## src/rtl/stream_demux_1_to_2_pkg.sv

```systemverilog
// Shared constants, defaults and FIFO occupancy states for the 1-to-2 stream demux.
package stream_demux_1_to_2_pkg;

    // Select encodings carried on in_sel with each beat
    localparam logic DEMUX_SEL_P0 = 1'b0;
    localparam logic DEMUX_SEL_P1 = 1'b1;

    // Default geometry of the unit
    localparam int DEMUX_WIDTH = 4;
    localparam int DEMUX_DEPTH = 2;
    localparam int DEMUX_CNTW  = 8;

    // Occupancy class of one destination FIFO
    typedef enum logic [1:0] {
        FIFO_EMPTY   = 2'd0,
        FIFO_PARTIAL = 2'd1,
        FIFO_FULL    = 2'd2
    } fifo_state_e;

    // Maps an entry count onto its occupancy class
    function automatic fifo_state_e fifo_state_of(input int level, input int depth);
        if (level == 0) begin
            return FIFO_EMPTY;
        end else if (level >= depth) begin
            return FIFO_FULL;
        end else begin
            return FIFO_PARTIAL;
        end
    endfunction

endpackage

```

## src/rtl/stream_demux_1_to_2_if.sv

```systemverilog
// Handshake bundle between the producer, the demux and its two consumers.
interface stream_demux_1_to_2_if
    import stream_demux_1_to_2_pkg::*;
#(
    parameter int WIDTH = DEMUX_WIDTH,
    parameter int CNTW  = DEMUX_CNTW
);

    logic             in_valid;
    logic             in_ready;
    logic [WIDTH-1:0] in_data;
    logic             in_sel;

    logic             out0_valid;
    logic             out0_ready;
    logic [WIDTH-1:0] out0_data;

    logic             out1_valid;
    logic             out1_ready;
    logic [WIDTH-1:0] out1_data;

    logic [CNTW-1:0]  cnt0;
    logic [CNTW-1:0]  cnt1;

    // Environment side: producer and both consumers
    modport master (
        output in_valid, in_data, in_sel, out0_ready, out1_ready,
        input  in_ready, out0_valid, out0_data, out1_valid, out1_data, cnt0, cnt1
    );

    // Demux side
    modport slave (
        input  in_valid, in_data, in_sel, out0_ready, out1_ready,
        output in_ready, out0_valid, out0_data, out1_valid, out1_data, cnt0, cnt1
    );

endinterface

```

## src/rtl/stream_demux_1_to_2_port_fifo.sv

```systemverilog
// DEPTH-entry synchronous FIFO for one destination port. Occupancy is tracked
// as a count plus an EMPTY/PARTIAL/FULL state; full/empty come straight from
// registered state so nothing downstream sees a same-cycle pass-through.
module stream_demux_1_to_2_port_fifo
    import stream_demux_1_to_2_pkg::*;
#(
    parameter int WIDTH = DEMUX_WIDTH,
    parameter int DEPTH = DEMUX_DEPTH
) (
    input  logic             clk,
    input  logic             rst,
    input  logic             push,
    input  logic [WIDTH-1:0] push_data,
    input  logic             pop,
    output logic [WIDTH-1:0] head_data,
    output logic             full,
    output logic             empty
);

    localparam int AW = (DEPTH > 1) ? $clog2(DEPTH) : 1;
    localparam int CW = $clog2(DEPTH + 1);

    logic [WIDTH-1:0] mem [DEPTH];
    logic [AW-1:0]    wr_ptr;
    logic [AW-1:0]    rd_ptr;
    logic [CW-1:0]    count_q;
    logic [CW-1:0]    count_d;
    fifo_state_e      state_q;
    fifo_state_e      state_d;
    logic             do_push;
    logic             do_pop;

    // Requests that would overflow or underflow are ignored here as a backstop
    assign do_push = push && (state_q != FIFO_FULL);
    assign do_pop  = pop  && (state_q != FIFO_EMPTY);

    // Occupancy count and state register
    always_ff @(posedge clk) begin
        if (rst) begin
            count_q <= '0;
            state_q <= FIFO_EMPTY;
        end else begin
            count_q <= count_d;
            state_q <= state_d;
        end
    end

    // Next occupancy: push moves up, pop moves down, push+pop holds
    always_comb begin
        count_d = count_q;
        state_d = state_q;
        case ({do_push, do_pop})
            2'b10:   count_d = count_q + CW'(1);
            2'b01:   count_d = count_q - CW'(1);
            default: count_d = count_q;
        endcase
        state_d = fifo_state_of(int'(count_d), DEPTH);
    end

    // Storage and pointers; storage is cleared so an untouched head reads zero
    always_ff @(posedge clk) begin
        if (rst) begin
            wr_ptr <= '0;
            rd_ptr <= '0;
            for (int i = 0; i < DEPTH; i++) begin
                mem[i] <= '0;
            end
        end else begin
            if (do_push) begin
                mem[wr_ptr] <= push_data;
                wr_ptr      <= wr_ptr + AW'(1);
            end
            if (do_pop) begin
                rd_ptr <= rd_ptr + AW'(1);
            end
        end
    end

    assign head_data = mem[rd_ptr];
    assign full      = (state_q == FIFO_FULL);
    assign empty     = (state_q == FIFO_EMPTY);

endmodule

```

## src/rtl/stream_demux_1_to_2.sv

```systemverilog
// Buffered 1-to-2 steering unit. Each beat goes to the FIFO named by its
// select bit; each port drains independently and counts delivered beats.
module stream_demux_1_to_2
    import stream_demux_1_to_2_pkg::*;
#(
    parameter int WIDTH = DEMUX_WIDTH,
    parameter int DEPTH = DEMUX_DEPTH,
    parameter int CNTW  = DEMUX_CNTW
) (
    input  logic                  clk,
    input  logic                  rst,
    stream_demux_1_to_2_if.slave  bus
);

    logic             in_ready_w;
    logic             accept;
    logic             push0;
    logic             push1;
    logic             pop0;
    logic             pop1;
    logic             full0;
    logic             full1;
    logic             empty0;
    logic             empty1;
    logic [WIDTH-1:0] head0;
    logic [WIDTH-1:0] head1;
    logic [CNTW-1:0]  cnt0_q;
    logic [CNTW-1:0]  cnt1_q;

    // Ready depends only on the registered fullness of the selected port, so a
    // pop on a full port this cycle does not open the input until next cycle.
    assign in_ready_w = (bus.in_sel == DEMUX_SEL_P1) ? !full1 : !full0;
    assign accept     = bus.in_valid && in_ready_w;

    // in_sel only matters when a beat is actually accepted
    assign push0 = accept && (bus.in_sel == DEMUX_SEL_P0);
    assign push1 = accept && (bus.in_sel == DEMUX_SEL_P1);

    assign pop0 = !empty0 && bus.out0_ready;
    assign pop1 = !empty1 && bus.out1_ready;

    stream_demux_1_to_2_port_fifo #(
        .WIDTH (WIDTH),
        .DEPTH (DEPTH)
    ) u_fifo0 (
        .clk       (clk),
        .rst       (rst),
        .push      (push0),
        .push_data (bus.in_data),
        .pop       (pop0),
        .head_data (head0),
        .full      (full0),
        .empty     (empty0)
    );

    stream_demux_1_to_2_port_fifo #(
        .WIDTH (WIDTH),
        .DEPTH (DEPTH)
    ) u_fifo1 (
        .clk       (clk),
        .rst       (rst),
        .push      (push1),
        .push_data (bus.in_data),
        .pop       (pop1),
        .head_data (head1),
        .full      (full1),
        .empty     (empty1)
    );

    // Delivered-beat counters, wrapping freely at 2^CNTW
    always_ff @(posedge clk) begin
        if (rst) begin
            cnt0_q <= '0;
            cnt1_q <= '0;
        end else begin
            if (pop0) begin
                cnt0_q <= cnt0_q + CNTW'(1);
            end
            if (pop1) begin
                cnt1_q <= cnt1_q + CNTW'(1);
            end
        end
    end

    assign bus.in_ready   = in_ready_w;
    assign bus.out0_valid = !empty0;
    assign bus.out0_data  = head0;
    assign bus.out1_valid = !empty1;
    assign bus.out1_data  = head1;
    assign bus.cnt0       = cnt0_q;
    assign bus.cnt1       = cnt1_q;

endmodule

```

## src/flat_wrapper.sv

```systemverilog
// flat-port wrapper written by rule: the top's interface ports become plain ports
module stream_demux_1_to_2_flat import stream_demux_1_to_2_pkg::*;
#(
    parameter int WIDTH = DEMUX_WIDTH,
    parameter int DEPTH = DEMUX_DEPTH,
    parameter int CNTW  = DEMUX_CNTW
)
  (clk, rst, bus_in_valid, bus_in_data, bus_in_sel, bus_out0_ready, bus_out1_ready, bus_in_ready, bus_out0_valid, bus_out0_data, bus_out1_valid, bus_out1_data, bus_cnt0, bus_cnt1);
  stream_demux_1_to_2_if #(.WIDTH(WIDTH), .CNTW(CNTW)) bus_i ();
  input  logic clk;
  input  logic rst;
  input wire logic [$bits(bus_i.in_valid)-1:0] bus_in_valid;
  input wire logic [$bits(bus_i.in_data)-1:0] bus_in_data;
  input wire logic [$bits(bus_i.in_sel)-1:0] bus_in_sel;
  input wire logic [$bits(bus_i.out0_ready)-1:0] bus_out0_ready;
  input wire logic [$bits(bus_i.out1_ready)-1:0] bus_out1_ready;
  output wire logic [$bits(bus_i.in_ready)-1:0] bus_in_ready;
  output wire logic [$bits(bus_i.out0_valid)-1:0] bus_out0_valid;
  output wire logic [$bits(bus_i.out0_data)-1:0] bus_out0_data;
  output wire logic [$bits(bus_i.out1_valid)-1:0] bus_out1_valid;
  output wire logic [$bits(bus_i.out1_data)-1:0] bus_out1_data;
  output wire logic [$bits(bus_i.cnt0)-1:0] bus_cnt0;
  output wire logic [$bits(bus_i.cnt1)-1:0] bus_cnt1;
  assign bus_i.in_valid = bus_in_valid;
  assign bus_i.in_data = bus_in_data;
  assign bus_i.in_sel = bus_in_sel;
  assign bus_i.out0_ready = bus_out0_ready;
  assign bus_i.out1_ready = bus_out1_ready;
  assign bus_in_ready = bus_i.in_ready;
  assign bus_out0_valid = bus_i.out0_valid;
  assign bus_out0_data = bus_i.out0_data;
  assign bus_out1_valid = bus_i.out1_valid;
  assign bus_out1_data = bus_i.out1_data;
  assign bus_cnt0 = bus_i.cnt0;
  assign bus_cnt1 = bus_i.cnt1;
  stream_demux_1_to_2 #(.WIDTH(WIDTH), .DEPTH(DEPTH), .CNTW(CNTW)) u_core (.clk(clk), .rst(rst), .bus(bus_i));
endmodule
```

## config.mk

```make
export PLATFORM = sky130hd
export DESIGN_NAME = stream_demux_1_to_2_flat
export DESIGN_NICKNAME = d
export VERILOG_FILES = /design/src/rtl/stream_demux_1_to_2_pkg.sv /design/src/rtl/stream_demux_1_to_2_if.sv /design/src/rtl/stream_demux_1_to_2_port_fifo.sv /design/src/rtl/stream_demux_1_to_2.sv /design/src/flat_wrapper.sv
export SDC_FILE = /design/constraint.sdc
export NUM_CORES = 1
export LEC_CHECK = 0
export ABC_AREA = 1
export BUFFER_PORTS_ARGS = -buffer_cell sky130_fd_sc_hd__buf_2
export CAP_MARGIN = 20
export CELL_PAD_IN_SITES_DETAIL_PLACEMENT = 1
export CELL_PAD_IN_SITES_GLOBAL_PLACEMENT = 1
export CORE_MARGIN = 5
export CORE_UTILIZATION = 42
export CTS_BUF_LIST = sky130_fd_sc_hd__clkbuf_4
export DETAILED_ROUTE_END_ITERATION = 8
export PLACE_DENSITY_LB_ADDON = 0.1
export RECOVER_POWER = 50
export SLEW_MARGIN = 25
export SYNTH_ARGS = -nofsm -noshare
export SYNTH_HDL_FRONTEND = slang
export SYNTH_SLANG_ARGS = --single-unit
```

## constraint.sdc

```tcl
create_clock -name clk -period 1.8 [get_ports clk]
set_input_delay 0.27 -clock clk [delete_from_list [all_inputs] [get_ports clk]]
set_output_delay 0.27 -clock clk [all_outputs]
set_load 0.005 [all_outputs]
```

After elaboration in Yosys (flattened, before gate mapping):

Memory sizes are Yosys's and may differ from the RTL's. A register that Yosys moved wholly into a read port is not among the register bits.
Cells that the tools add are included.

* equality and inequality tests: 8
* bitwise operators: 1
* reduce and logical (&&, ||, !) cells: 23
* mux-type cells: 23
* add/subtract/negate cells: 10
* order comparisons: 2

Operators by type and width (number)
* $mux W1: 17
* $add A8 B1 Y8 const B: 2
* $logic_and A1 B1 Y1: 9
* $eq A2 B2 Y1 const B: 4
* $logic_not A2 Y1: 4
* $mux W4: 2
* $pmux W2 S2: 2
* $reduce_or A4 Y1: 2
* $add A1 B1 Y1 const B: 4
* $add A2 B1 Y2 const B: 2
* $eq A2 B1 Y1 const B: 2
* $ge A2 B2 Y1 const B: 2
* $logic_not A1 Y1: 4
* $mux W2: 2
* $ne A2 B2 Y1 const B: 2
* $reduce_bool A2 Y1: 2
* $reduce_or A2 Y1: 2
* $sub A2 B1 Y2 const B: 2
* $not A1 Y1: 1

* RAM bits: 16
* memories: 2
* output and inout port bits: 27
* register bits: 28

Memory list
* u_core.u_fifo0.mem: words 2, bits a word 4, rd ports 1, clocked after Yosys merged registers in 1, write ports 2, line stream_demux_1_to_2_port_fifo.sv:23 `logic [WIDTH-1:0] mem [DEPTH];`
* u_core.u_fifo1.mem: words 2, bits a word 4, rd ports 1, clocked after Yosys merged registers in 1, write ports 2, line stream_demux_1_to_2_port_fifo.sv:23

Depth between registers and ports, before layout:

Gate-level depths: netlist (run 1).

* depth in word-level cells: 11
* gate-level depth with buffers: 10
* mapped depth without buffers: 10

Hierarchy:

A second synthesis (run 1) with hierarchy kept.

* cells, all modules: 248
* area, all modules: 2164.6 um2

Modules (own cells, without submodules)
* stream_demux_1_to_2_port_fifo: sequential area each 380.4 um2, times used 2, cells an instance 69, area an instance 689.4 um2
* stream_demux_1_to_2: sequential area each 320.3 um2, times used 1, cells an instance 110, area an instance 785.8 um2

Worst setup path before layout (run 1):

No wires, ideal clock.

* path kind: reg2reg
* from: register u_core.u_fifo1.state_q[0]
* to: register u_core.u_fifo1.count_q[1]
* setup time: 128 ps
* clock period less this slack: 1395 ps
* data required time: 1672 ps
* arrival time: 1268 ps
* setup slack: 405 ps
* stages on the path, launching flop included: 10
* cell sequence: dfxtp_1 -> inv_1 -> nand2_1 -> nand3_2 -> ha_1 -> inv_1 -> nand3_1 -> xor2_1 -> inv_1 -> nor2_1

* cells in the longest elaborated chain, start to end: 8
* elaborated cells on any way between the ends: 15
* classes of those cells: eq/ne: 4; mux: 2; reduce/logical: 9

Ends and longest elaborated chain
* start, declared: line stream_demux_1_to_2_port_fifo.sv:28 `fifo_state_e state_q;`
* start signal, assigned: line stream_demux_1_to_2_port_fifo.sv:44 `state_q <= state_d;`
* $eq A2 B2 Y1: line stream_demux_1_to_2_port_fifo.sv:80 `assign full = (state_q == FIFO_FULL);`
* $logic_not A1 Y1: line stream_demux_1_to_2.sv:32 `assign in_ready_w = (bus.in_sel == DEMUX_SEL_P1) ? !full1 : !full0;`
* $mux W1: line stream_demux_1_to_2.sv:32
* $logic_and A1 B1 Y1: line stream_demux_1_to_2.sv:33 `assign accept = bus.in_valid && in_ready_w;`
* $logic_and A1 B1 Y1: line stream_demux_1_to_2.sv:37 `assign push1 = accept && (bus.in_sel == DEMUX_SEL_P1);`
* $logic_and A1 B1 Y1: line stream_demux_1_to_2_port_fifo.sv:34 `assign do_push = push && (state_q != FIFO_FULL);`
* $eq A2 B1 Y1 / $eq A2 B2 Y1 (equally long branches): line stream_demux_1_to_2_port_fifo.sv:52 `case ({do_push, do_pop})`
* $pmux W2 S2 *: line stream_demux_1_to_2_port_fifo.sv:52
* end signal, assigned: line stream_demux_1_to_2_port_fifo.sv:43 `count_q <= count_d;`
* end, declared: line stream_demux_1_to_2_port_fifo.sv:26 `logic [CW-1:0] count_q;`

Mark *: on every way between the ends. The rest lies on a longest branch, timed or not.
A chain may end at the register's enable or synchronous reset.

Worst setup path after layout (run 1):

* from: register u_core.u_fifo0.state_q[0]
* to: register u_core.u_fifo0.state_q[1]

* cells in the longest elaborated chain, start to end: 10
* elaborated cells on any way between the ends: 19
* classes of those cells: order compare: 1; eq/ne: 4; mux: 3; reduce/logical: 11

Ends and longest elaborated chain
* start, declared: line stream_demux_1_to_2_port_fifo.sv:28
* start signal, assigned: line stream_demux_1_to_2_port_fifo.sv:44
* $eq A2 B2 Y1: line stream_demux_1_to_2_port_fifo.sv:80
* $logic_not A1 Y1: line stream_demux_1_to_2.sv:32
* $mux W1: line stream_demux_1_to_2.sv:32
* $logic_and A1 B1 Y1: line stream_demux_1_to_2.sv:33
* $logic_and A1 B1 Y1: line stream_demux_1_to_2.sv:36 `assign push0 = accept && (bus.in_sel == DEMUX_SEL_P0);`
* $logic_and A1 B1 Y1: line stream_demux_1_to_2_port_fifo.sv:34
* $eq A2 B1 Y1 / $eq A2 B2 Y1 (equally long branches): line stream_demux_1_to_2_port_fifo.sv:52
* $pmux W2 S2 *: line stream_demux_1_to_2_port_fifo.sv:52
* $ge A2 B2 Y1 / $logic_not A2 Y1 (equally long branches): line stream_demux_1_to_2_pkg.sv:24, stream_demux_1_to_2_pkg.sv:22
* $mux W2 / $reduce_or A2 Y1 (equally long branches)

Marks and branches as above.

==> flow_summary.yaml, run 1 <==
route:
  sum_of_routed_wire_length_over_all_layers_um: 4385
  first_iter_violations: 53
  vias: 1679
  route.detailed.wl_per_inst_um: 12.05
  drc_errors: 0
  antenna_left: 0
  detail_route.vias_per_cell: 4.613
  detail_route.first_pass.iterations: 3
logic_synthesis:
  netlist_area_um2: 2081
  synthCells: 252
  post_synth.cell_area_avg_um2: 8.257
  synth.top_cells.by_area: "dfxtp_1, edfxtp_1, nor2_1, nand2_1, inv_1"
  yosysWarningCount: 0
  mappedNetlistNets: 266
  netlist.area_leader.share_pct: 28.86
  ys_types: 21
  synth.yosys.seq_area_share_pct: 51.95
  synth_register_bits: 46
  synth_top_cell_by_area: "dfxtp_1"
layout:
  syn_to_final_growth_pct: 15.27
  multi_input_area_um2: 800.8
  final_layout_size_suffix_gt1_share_pct: 16.16
  num_antenna_cells: 0
  fin_nets: 310
  area.sequential_um2: 1081
  final.fill_count: 625
  final_util_pct: 50.45
cts:
  numCtsBuffers: 5
  cts-hold-fix-buffers: 0
  clock_tree.htree_level_count: 2
  clock_insertion_delay_worst_skew_ns: 0.35
  cts.reportedPaths.clkPinSlew_ns: 0.12
  cts_repair_resize_count: 0
  clockBufferDepth: 2
  cts_num_sinks: 46
  clockRootBuffer: "clkbuf_4"
  tritoncts: "yes"
  post-cts-setup-buffer-count: 0
sta:
  tns_ns: 0
  final_period_utilization_pct: 89.28
  setup_repair_after_global_routing_missed_its_margin: "no"
  final_max_slew_viol_count: 0
  hold-worst-slack_ns: 0.2747
  slew-limit-headroom_pct: 68.13
  hold_viol: 0
  clock.fmax_ghz: 0.6222
  worst-slew-pin-transition_ns: 0.4730
  finalWorstPathRequiredPeriod_ns: 1.607
  layout_setup_ws_ns: 0.1929
  final-setup-viol-count: 0
  fin_worst_skew_ns: 0.002655
critical_path:
  worst-path-max-fanout: 4
  end_kind: "flip-flop"
  worstSetupPathType: "reg2reg"
  timing.critical_path.max_delay_family: "simple AND/OR/NAND/NOR gates"
  path_common_cell: "inv_1"
  critical-path-max-stage-delay_ns: 0.37
  worstPathBufferInverterCount: 3
  critPathRequiredTime_ns: 2.10
  slowest_cell_on_the_critical_path: "dfxtp_1"
  arr_time_crit_path_ns: 1.91
  crit_chain: "inv_1 > nand2_1 > nand3_1 > ha_1 > inv_1 > nand3_1 > xor2_1 > inv_1 > nor2_1"
  start_kind: "flip-flop"
floorplanning:
  dieHeight_um: 80.39
  floorplan.rows: 25
  boundaryPins: 37
  fp.coreArea_um2: 4755
  design.die.area_um2: 6462
  fp.dieW_um: 80.39
  initial_utilization_pct: 43.76
placement:
  place_congestion: 0.7672
  portBuffers: 36
  dp.final_hpwl_um: 3431
  placement.setup.worst_slack_ns: 0.2273
global_routing:
  grt_antenna_before_repair: 0
  grt_max_degree: 17
  global_route.usage.total_pct: 15.56
  grt_pass1_wl_um: 7797
  overflow: 0
  grt_pass1_vias: 1732
worst_hold_path:
  worst_hold_check_path_type: "in2reg"
job:
  max_cap_violations: 0
power:
  power.static_leakage_nw: 1.123
  ir_drop_worst_vdd_uv: 441.6
  power-per-cell-area_nw_per_um2: 1044
outcome:
  outcome: "finished clean"
[worst register-to-register path: stages, from the launching register on]
cell	delay, ns
dfxtp_1	0.37
inv_1	0.06
nand2_1	0.08
nand3_1	0.15
ha_1	0.35
inv_1	0.09
nand3_1	0.09
xor2_1	0.21
inv_1	0.09
nor2_1	0.08
[final timing paths]
path                                                 from                         to  slack [ns]  cells after the start
worst min-delay path                       bus_in_data[1]   u_core.u_fifo0.mem[1][1]        0.27                      3
worst max-delay path            u_core.u_fifo0.state_q[0]  u_core.u_fifo0.state_q[1]        0.19                      9
worst max register to register  u_core.u_fifo0.state_q[0]  u_core.u_fifo0.state_q[1]        0.19                      9
worst min register to register      u_core.u_fifo0.rd_ptr                  flip-flop        0.47                      1
[stage by stage]
step / instance area [um2] / power [mW] / cells
CTS: 2444 / 2.560 / 364
global placement: 2361 / 1.898 / 356
global route: 2399 / 2.693 / 364
detailed placement: 2361 / 1.921 / 356
finish: 2399 / 2.503 / 364
floorplan: 2081 / 1.708 / 252
[where the power goes]
group	internal, mW	switching, mW
Clock	0.325	0.311
Combinational	0.229	0.336
Sequential	1.21	0.0974
Total	1.76	0.744
[placed cells by master (no fill, tap or decap)]
cell type,n
nand3_1,16
o21ai_0,10
edfxtp_1,16
mux2_2,8
clkbuf_4,7
nor2_2,1
buf_4,2
bufinv_16,1
nand4_1,6
buf_2,25
clkbuf_1,13
nor2_1,52
ha_1,4
inv_2,2
a31oi_1,1
nor2_4,2
dfxtp_1,30
xor2_1,6
nand2_1,48
inv_1,41
a21oi_1,6
[cell type report]
cell class	instances	share of cell area [%]
flip-flops and latches	46	45.07
inverters	43	6.729
well taps	67	3.495
clock inverters	1	1.252
clock buffers	7	2.191
multi-input cells	160	33.39
repair buffers	40	7.877
[sequential cells by signal, summed over array words and instances, names as in the netlist, named ones only]
name and count:
u_core.u_fifo1.count_q 2, u_core.bus.cnt1 8, u_core.u_fifo1.state_q 2, u_core.u_fifo0.mem 8
u_core.u_fifo1.rd_ptr 1, u_core.u_fifo0.count_q 2, u_core.u_fifo1.wr_ptr 1, u_core.bus.cnt0 8
u_core.u_fifo1.mem 8, u_core.u_fifo0.rd_ptr 1, u_core.u_fifo0.state_q 2, u_core.u_fifo0.wr_ptr 1
[synth_stat cells (all sizes together)]
master	count
nand4	6
buf	2
o21ai	10
dfxtp	30
edfxtp	16
nand3	16
nand2	48
a31oi	1
ha	4
nor2	55
mux2	8
xor2	6
a21oi	6
clkbuf	1
inv	43
[kinds of logic after synthesis]
kind of cell,share of synthesized area (%)
DFF,51.95
buffers and inverters,8.419
muxes,4.330
xor gates and xnor gates,2.526
AOI/OAI and AO/OA,4.330
and+or+nand+nor,26.04
adders and majority gates,2.405
[per-layer routing]
| layer | track usage [%] | vias up | wire length (um) |
|---|---|---|---|
| met4 | 5.068 | 0 | 62 |
| met3 | 3.924 | 6 | 177 |
| met5 | 0 | - | 0 |
| li1 | - | 876 | - |
| met1 | 18.84 | 771 | 2002 |
| met2 | 26.82 | 26 | 2142 |
Note: power is estimated with default switching activity, not from simulation.
==> inputs of run 2 (changes only) <==
CTS_CLUSTER_DIAMETER = 60   (was not set)
SETUP_SLACK_MARGIN = 0.2   (was not set)
==> run 2 against run 1 <==
Cell area grew 3.4%. Critical path depth did not move. Clock skew rose by 0.00096 ns. Hold slack worse by 0.0050 ns.
==> flow_summary.yaml, run 2 (synthesis results as in run 1) <==
sta:
  slew-limit-headroom_pct: 67.30
  clock.fmax_ghz: 0.6381
  tns_ns: 0
  final-setup-viol-count: 0
  finalWorstPathRequiredPeriod_ns: 1.567
  fin_worst_skew_ns: 0.003613
  worst-slew-pin-transition_ns: 0.4899
  hold_viol: 0
  final_max_slew_viol_count: 0
  setup_repair_after_global_routing_missed_its_margin: "no"
  final_period_utilization_pct: 87.07
cts:
  clock_tree.htree_level_count: 2
  numCtsBuffers: 5
  cts_num_sinks: 46
  cts.reportedPaths.clkPinSlew_ns: 0.13
  clockBufferDepth: 2
  clockRootBuffer: "clkbuf_4"
  tritoncts: "yes"
  clock_insertion_delay_worst_skew_ns: 0.35
critical_path:
  worstSetupPathType: "reg2reg"
  critPathRequiredTime_ns: 2.10
  critical-path-max-stage-delay_ns: 0.40
  path_common_cell: "inv_1"
  arr_time_crit_path_ns: 1.86
  start_kind: "flip-flop"
  timing.critical_path.to: "u_core.u_fifo1.state_q[1]"
  crit_chain: "inv_1 > nand2_1 > nand3_4 > ha_4 > inv_1 > nand3_1 > xor2_1 > inv_1 > nor2_1"
  worst_r2r_path_depth: 9
  setup.reg_to_reg.worst_slack_ns: 0.23
  end_kind: "flip-flop"
  slowest_cell_on_the_critical_path: "dfxtp_1"
  worst-path-max-fanout: 4
  worst_setup_path_startpoint: "u_core.u_fifo1.state_q[0]"
  regToRegEndpoint: "u_core.u_fifo1.state_q[1]"
  reg2reg_from: "u_core.u_fifo1.state_q[0]"
layout:
  final.fill_count: 624
  num_antenna_cells: 0
  layout_commonest_cell: "nor2_1"
  final_cell_area_um2: 2480
  commonest_non_fill_non_tap_cells_in_the_layout: "nor2_1, nand2_1, inv_1"
  fin_nets: 314
  syn_to_final_growth_pct: 19.18
  final_layout_size_suffix_gt1_share_pct: 19.60
power:
  total_power_mw: 2.584
  power-per-cell-area_nw_per_um2: 1042
  ir_drop_worst_vdd_uv: 439.4
  power.static_leakage_nw: 1.141
global_routing:
  overflow: 0
  grt_antenna_before_repair: 0
  grt_max_degree: 17
  global_route.usage.total_pct: 15.70
  grt_pass1_vias: 1733
  grt_pass1_wl_um: 7859
worst_hold_path:
  worst_hold_check_path_type: "in2reg"
floorplanning:
  boundaryPins: 37
  dieHeight_um: 80.39
  fp.dieW_um: 80.39
  initial_utilization_pct: 43.76
  floorplan.rows: 25
  design.die.area_um2: 6462
  fp.coreArea_um2: 4755
route:
  detail_route.vias_per_cell: 4.663
  antenna_left: 0
  route.detailed.wl_per_inst_um: 12.40
  detail_route.first_pass.iterations: 4
  drc_errors: 0
  vias: 1716
  sum_of_routed_wire_length_over_all_layers_um: 4563
  first_iter_violations: 45
placement:
  place_area_um2: 2361
  place_congestion: 0.7672
  dp.final_hpwl_um: 3431
  portBuffers: 36
job:
  max_cap_violations: 0
outcome:
  outcome: "finished clean"
run 2: how the worst min path moves through the flow:
stage                          startpoint                   endpoint  slack (ns)  cells past startpoint
finish                     bus_in_data[1]   u_core.u_fifo0.mem[1][1]        0.27                      3
global route               bus_in_data[3]   u_core.u_fifo1.mem[0][3]        0.26                      3
CTS                        bus_out1_ready         u_core.bus.cnt1[0]        0.24                      3
detailed placement  u_core.u_fifo0.rd_ptr                  flip-flop        0.45                      1
global placement    u_core.u_fifo0.rd_ptr      u_core.u_fifo0.rd_ptr        0.44                      1
floorplan                             rst  u_core.u_fifo0.state_q[1]        0.34                      1
run 2: report_power, final:
| group | internal [mW] | switching (mW) |
|---|---|---|
| Combinational | 0.265 | 0.369 |
| Sequential | 1.21 | 0.101 |
| Clock | 0.325 | 0.314 |
| Total | 1.80 | 0.784 |
run 2: what timing repair did:
item	in CTS	in global routing
hold buffers	0	0
pin swaps	0	5
hold endpoints to repair	0	0
gates resized for setup	1	11
setup endpoints to repair	1	10
setup buffers	0	4
run 2: stage by stage:
| stage | utilization (%) | cells | worst slack (ns) | hold slack, ns |
|---|---|---|---|---|
| after floorplan | - | 252 | 0.4046 | 0.3424 |
| after global placement | 49.66 | 356 | 0.2782 | 0.4418 |
| after detailed placement | 49.66 | 356 | 0.2273 | 0.4529 |
| after CTS | 51.42 | 364 | 0.2316 | 0.2387 |
| after global routing | 52.16 | 368 | 0.09482 | 0.2618 |
| final | 52.16 | 368 | 0.2328 | 0.2697 |
run 2: layout make-up:
cell class,count,area [um2],share of cell area [%]
clock buffer,7,52.55,2.119
clock inverter,1,30.03,1.211
inverter,43,161.4,6.509
multi-input combinational,160,855.8,34.51
sequential,46,1085,43.74
tap,67,83.83,3.380
timing repair buffer,44,211.5,8.527
run 2: worst max-delay path: cells and delay by family, from the launching register on:
family / cells / cell delay [ns]
adder cells (fa/ha/maj): 1 / 0.25
buffers and inverters: 3 / 0.24
AND/OR/NAND/NOR: 4 / 0.41
flip-flops: 1 / 0.40
XOR/XNOR: 1 / 0.21
run 2: layer usage:
layer / track usage [%] / routed length, um / share of wire (%)
met2: 27.15 / 2286 / 50
met4: 5.068 / 62 / 1.4
met5: 0 / 0 / 0
met3: 3.924 / 183 / 4.0
met1: 18.97 / 2030 / 44
==> inputs of run 3 (changes only) <==
CORE_UTILIZATION = 43   (was 42)
REMOVE_ABC_BUFFERS = 1   (was not set)
SYNTH_HIERARCHICAL = 1   (was not set)
==> run 3 against run 2 <==
Sequential power decreased by 11%. Via count decreased by 1.3%. Utilization increased by 0.65 points. Cell count decreased by 0.82%. Total power decreased by 27%. Critical path type unchanged. Largest cell class unchanged.
==> flow_summary.yaml, run 3 <==
outcome:
  outcome: "finished clean"
job:
  max_cap_violations: 0
global_routing:
  grt_pass1_vias: 1742
  grt_antenna_before_repair: 0
  overflow: 0
  grt_pass1_wl_um: 7424
  grt_max_degree: 15
  global_route.usage.total_pct: 14.76
cts:
  clockRootBuffer: "clkbuf_4"
  cts-hold-fix-buffers: 0
  clockBufferDepth: 2
  numCtsBuffers: 5
  clock_tree.htree_level_count: 2
  cts_num_sinks: 46
  cts.reportedPaths.clkPinSlew_ns: 0.12
  tritoncts: "yes"
  clock_insertion_delay_worst_skew_ns: 0.34
sta:
  fin_worst_skew_ns: 0.004756
  setup_repair_after_global_routing_missed_its_margin: "yes"
  hold_viol: 0
  worst-slew-pin-transition_ns: 0.4444
  clock.fmax_ghz: 0.6414
  final-setup-viol-count: 0
  tns_ns: 0
  layout_setup_ws_ns: 0.2408
  finalWorstPathRequiredPeriod_ns: 1.559
  final_max_slew_viol_count: 0
  slew-limit-headroom_pct: 70.34
  final_period_utilization_pct: 86.62
logic_synthesis:
  yosys.cell_count.top_type: "nor2_1"
  synthCells: 248
  netlist.area_leader.share_pct: 27.75
  yosys_most_used_dff: "dfxtp_1"
  ys_types: 24
  netlist_area_um2: 2165
  post_synth.cell_area_avg_um2: 8.728
  synth_edf_count: 16
  synth_async_sr_flop_share_pct: 0
  synth_register_bits: 46
  synth.top_cells.by_area: "dfxtp_1, edfxtp_1, nor2_1, nand2_1, inv_1"
  yosysWarningCount: 6
  synth.yosys.seq_area_share_pct: 49.94
  synth_common_cells: "nor2_1, nand2_1, inv_1"
  synth_top_cell_by_area: "dfxtp_1"
layout:
  final.fill_count: 615
  layout_commonest_cell: "nor2_1"
  commonest_non_fill_non_tap_cells_in_the_layout: "nor2_1, nand2_1, inv_1"
  num_antenna_cells: 0
  fin_nets: 311
  final_layout_size_suffix_gt1_share_pct: 28.86
  syn_to_final_growth_pct: 17.51
  final_util_pct: 52.81
route:
  first_iter_violations: 58
  detail_route.vias_per_cell: 4.641
  drc_errors: 0
  sum_of_routed_wire_length_over_all_layers_um: 4632
  route.detailed.wl_per_inst_um: 12.69
  vias: 1694
  detail_route.first_pass.iterations: 4
  antenna_left: 0
power:
  power.static_leakage_nw: 1.153
  ir_drop_worst_vdd_uv: 337.4
  power-per-cell-area_nw_per_um2: 745.7
  total_power_mw: 1.897
critical_path:
  worst-path-max-fanout: 5
  critPathRequiredTime_ns: 1.86
  worstSetupPathType: "reg2reg"
  arr_time_crit_path_ns: 1.62
  end_kind: "flip-flop"
  start_kind: "flip-flop"
floorplanning:
  floorplan.rows: 25
  dieHeight_um: 80.95
  initial_utilization_pct: 44.94
  design.die.area_um2: 6553
  fp.dieW_um: 80.95
  boundaryPins: 37
  fp.coreArea_um2: 4817
placement:
  place_congestion: 0.7393
  portBuffers: 36
  placement.setup.worst_slack_ns: 0.1258
  dp.final_hpwl_um: 3320
worst_hold_path:
  worst_hold_check_path_type: "in2reg"
[run 3: cell types whose count changed after synthesis, sizes merged, moves of 2 or more]
| cell | delta |
|---|---|
| inv | -7 |
| o21ai | -6 |
| nor2 | +5 |
| a21oi | +4 |
| nand3 | +4 |
| nand4 | -4 |
| xor2 | -4 |
| bufinv | +2 |
| nand2 | +2 |
[run 3: timing repair]
action | in CTS | in global routing
pin swaps | 6 | 17
setup buffers | 0 | 7
setup endpoints to repair | 8 | 16
gates resized for setup | 15 | 19
[run 3: cell families after synthesis]
| kind of cell | Yosys count | share of synthesized area, % |
|---|---|---|
| and+or+nand+nor | 134 | 30.64 |
| DFF | 46 | 49.94 |
| buffers and inverters | 39 | 8.092 |
| AOI/OAI and AO/OA | 14 | 3.584 |
| muxes | 9 | 4.624 |
| adders and majority gates | 4 | 2.312 |
| xor gates and xnor gates | 2 | 0.8094 |
[run 3: per-layer routing]
metal	track usage (%)	wire, um	vias to the layer above
li1	-	-	879
met1	16.07	1932	778
met2	27.59	2417	29
met3	3.769	197	8
met4	4.899	84	0
met5	0	0	-
[run 3: worst max-delay path, cell delays in order (launching register included)]
cell and delay [ns]:
dfxtp_1 0.35, inv_1 0.09, nor2_1 0.07, nor3_2 0.17, o21ai_2 0.11, inv_1 0.12, nand3_1 0.18, nand2_2 0.18
[run 3: path summary, 6_finish.rpt]
| path | from | end | slack [ns] | cells after the start |
|---|---|---|---|---|
| setup / recovery | u_core/u_fifo0/state_q[1] | u_core/u_fifo0/mem[1][0] | 0.24 | 7 |
| hold / removal | rst | u_core/u_fifo1/state_q[1] | 0.19 | 2 |
| setup reg to reg | u_core/u_fifo0/state_q[1] | u_core/u_fifo0/mem[1][0] | 0.24 | 7 |
| hold reg to reg | u_core/u_fifo1/count_q[1] | u_core/u_fifo1/state_q[1] | 0.51 | 2 |
[run 3: per-stage QoR]
stage / std cells / hold slack, ns / area, um2
after floorplan: 247 / 0.3391 / 2160
after global placement: 350 / 0.4866 / 2424
after detailed placement: 350 / 0.4968 / 2424
after CTS: 358 / 0.1728 / 2510
after global routing: 365 / 0.1904 / 2544
final: 365 / 0.1915 / 2544
[run 3: cell type report]
cell class / count / area, um2 / share of cell area [%]
clock buffers: 5 / 37.54 / 1.476
clock inverters: 3 / 11.26 / 0.4427
inverters: 38 / 170.2 / 6.690
multi-input cells: 163 / 932.1 / 36.65
flip-flops and latches: 46 / 1092 / 42.94
well taps: 67 / 83.83 / 3.296
repair buffers: 43 / 216.5 / 8.510
[run 3: power breakdown]
group	switching [mW]	leakage, nW	internal, mW	total, mW
Combinational	0.163	0.712	0.129	0.293
Sequential	0.0389	0.413	1.13	1.17
Clock	0.297	0.0277	0.140	0.437
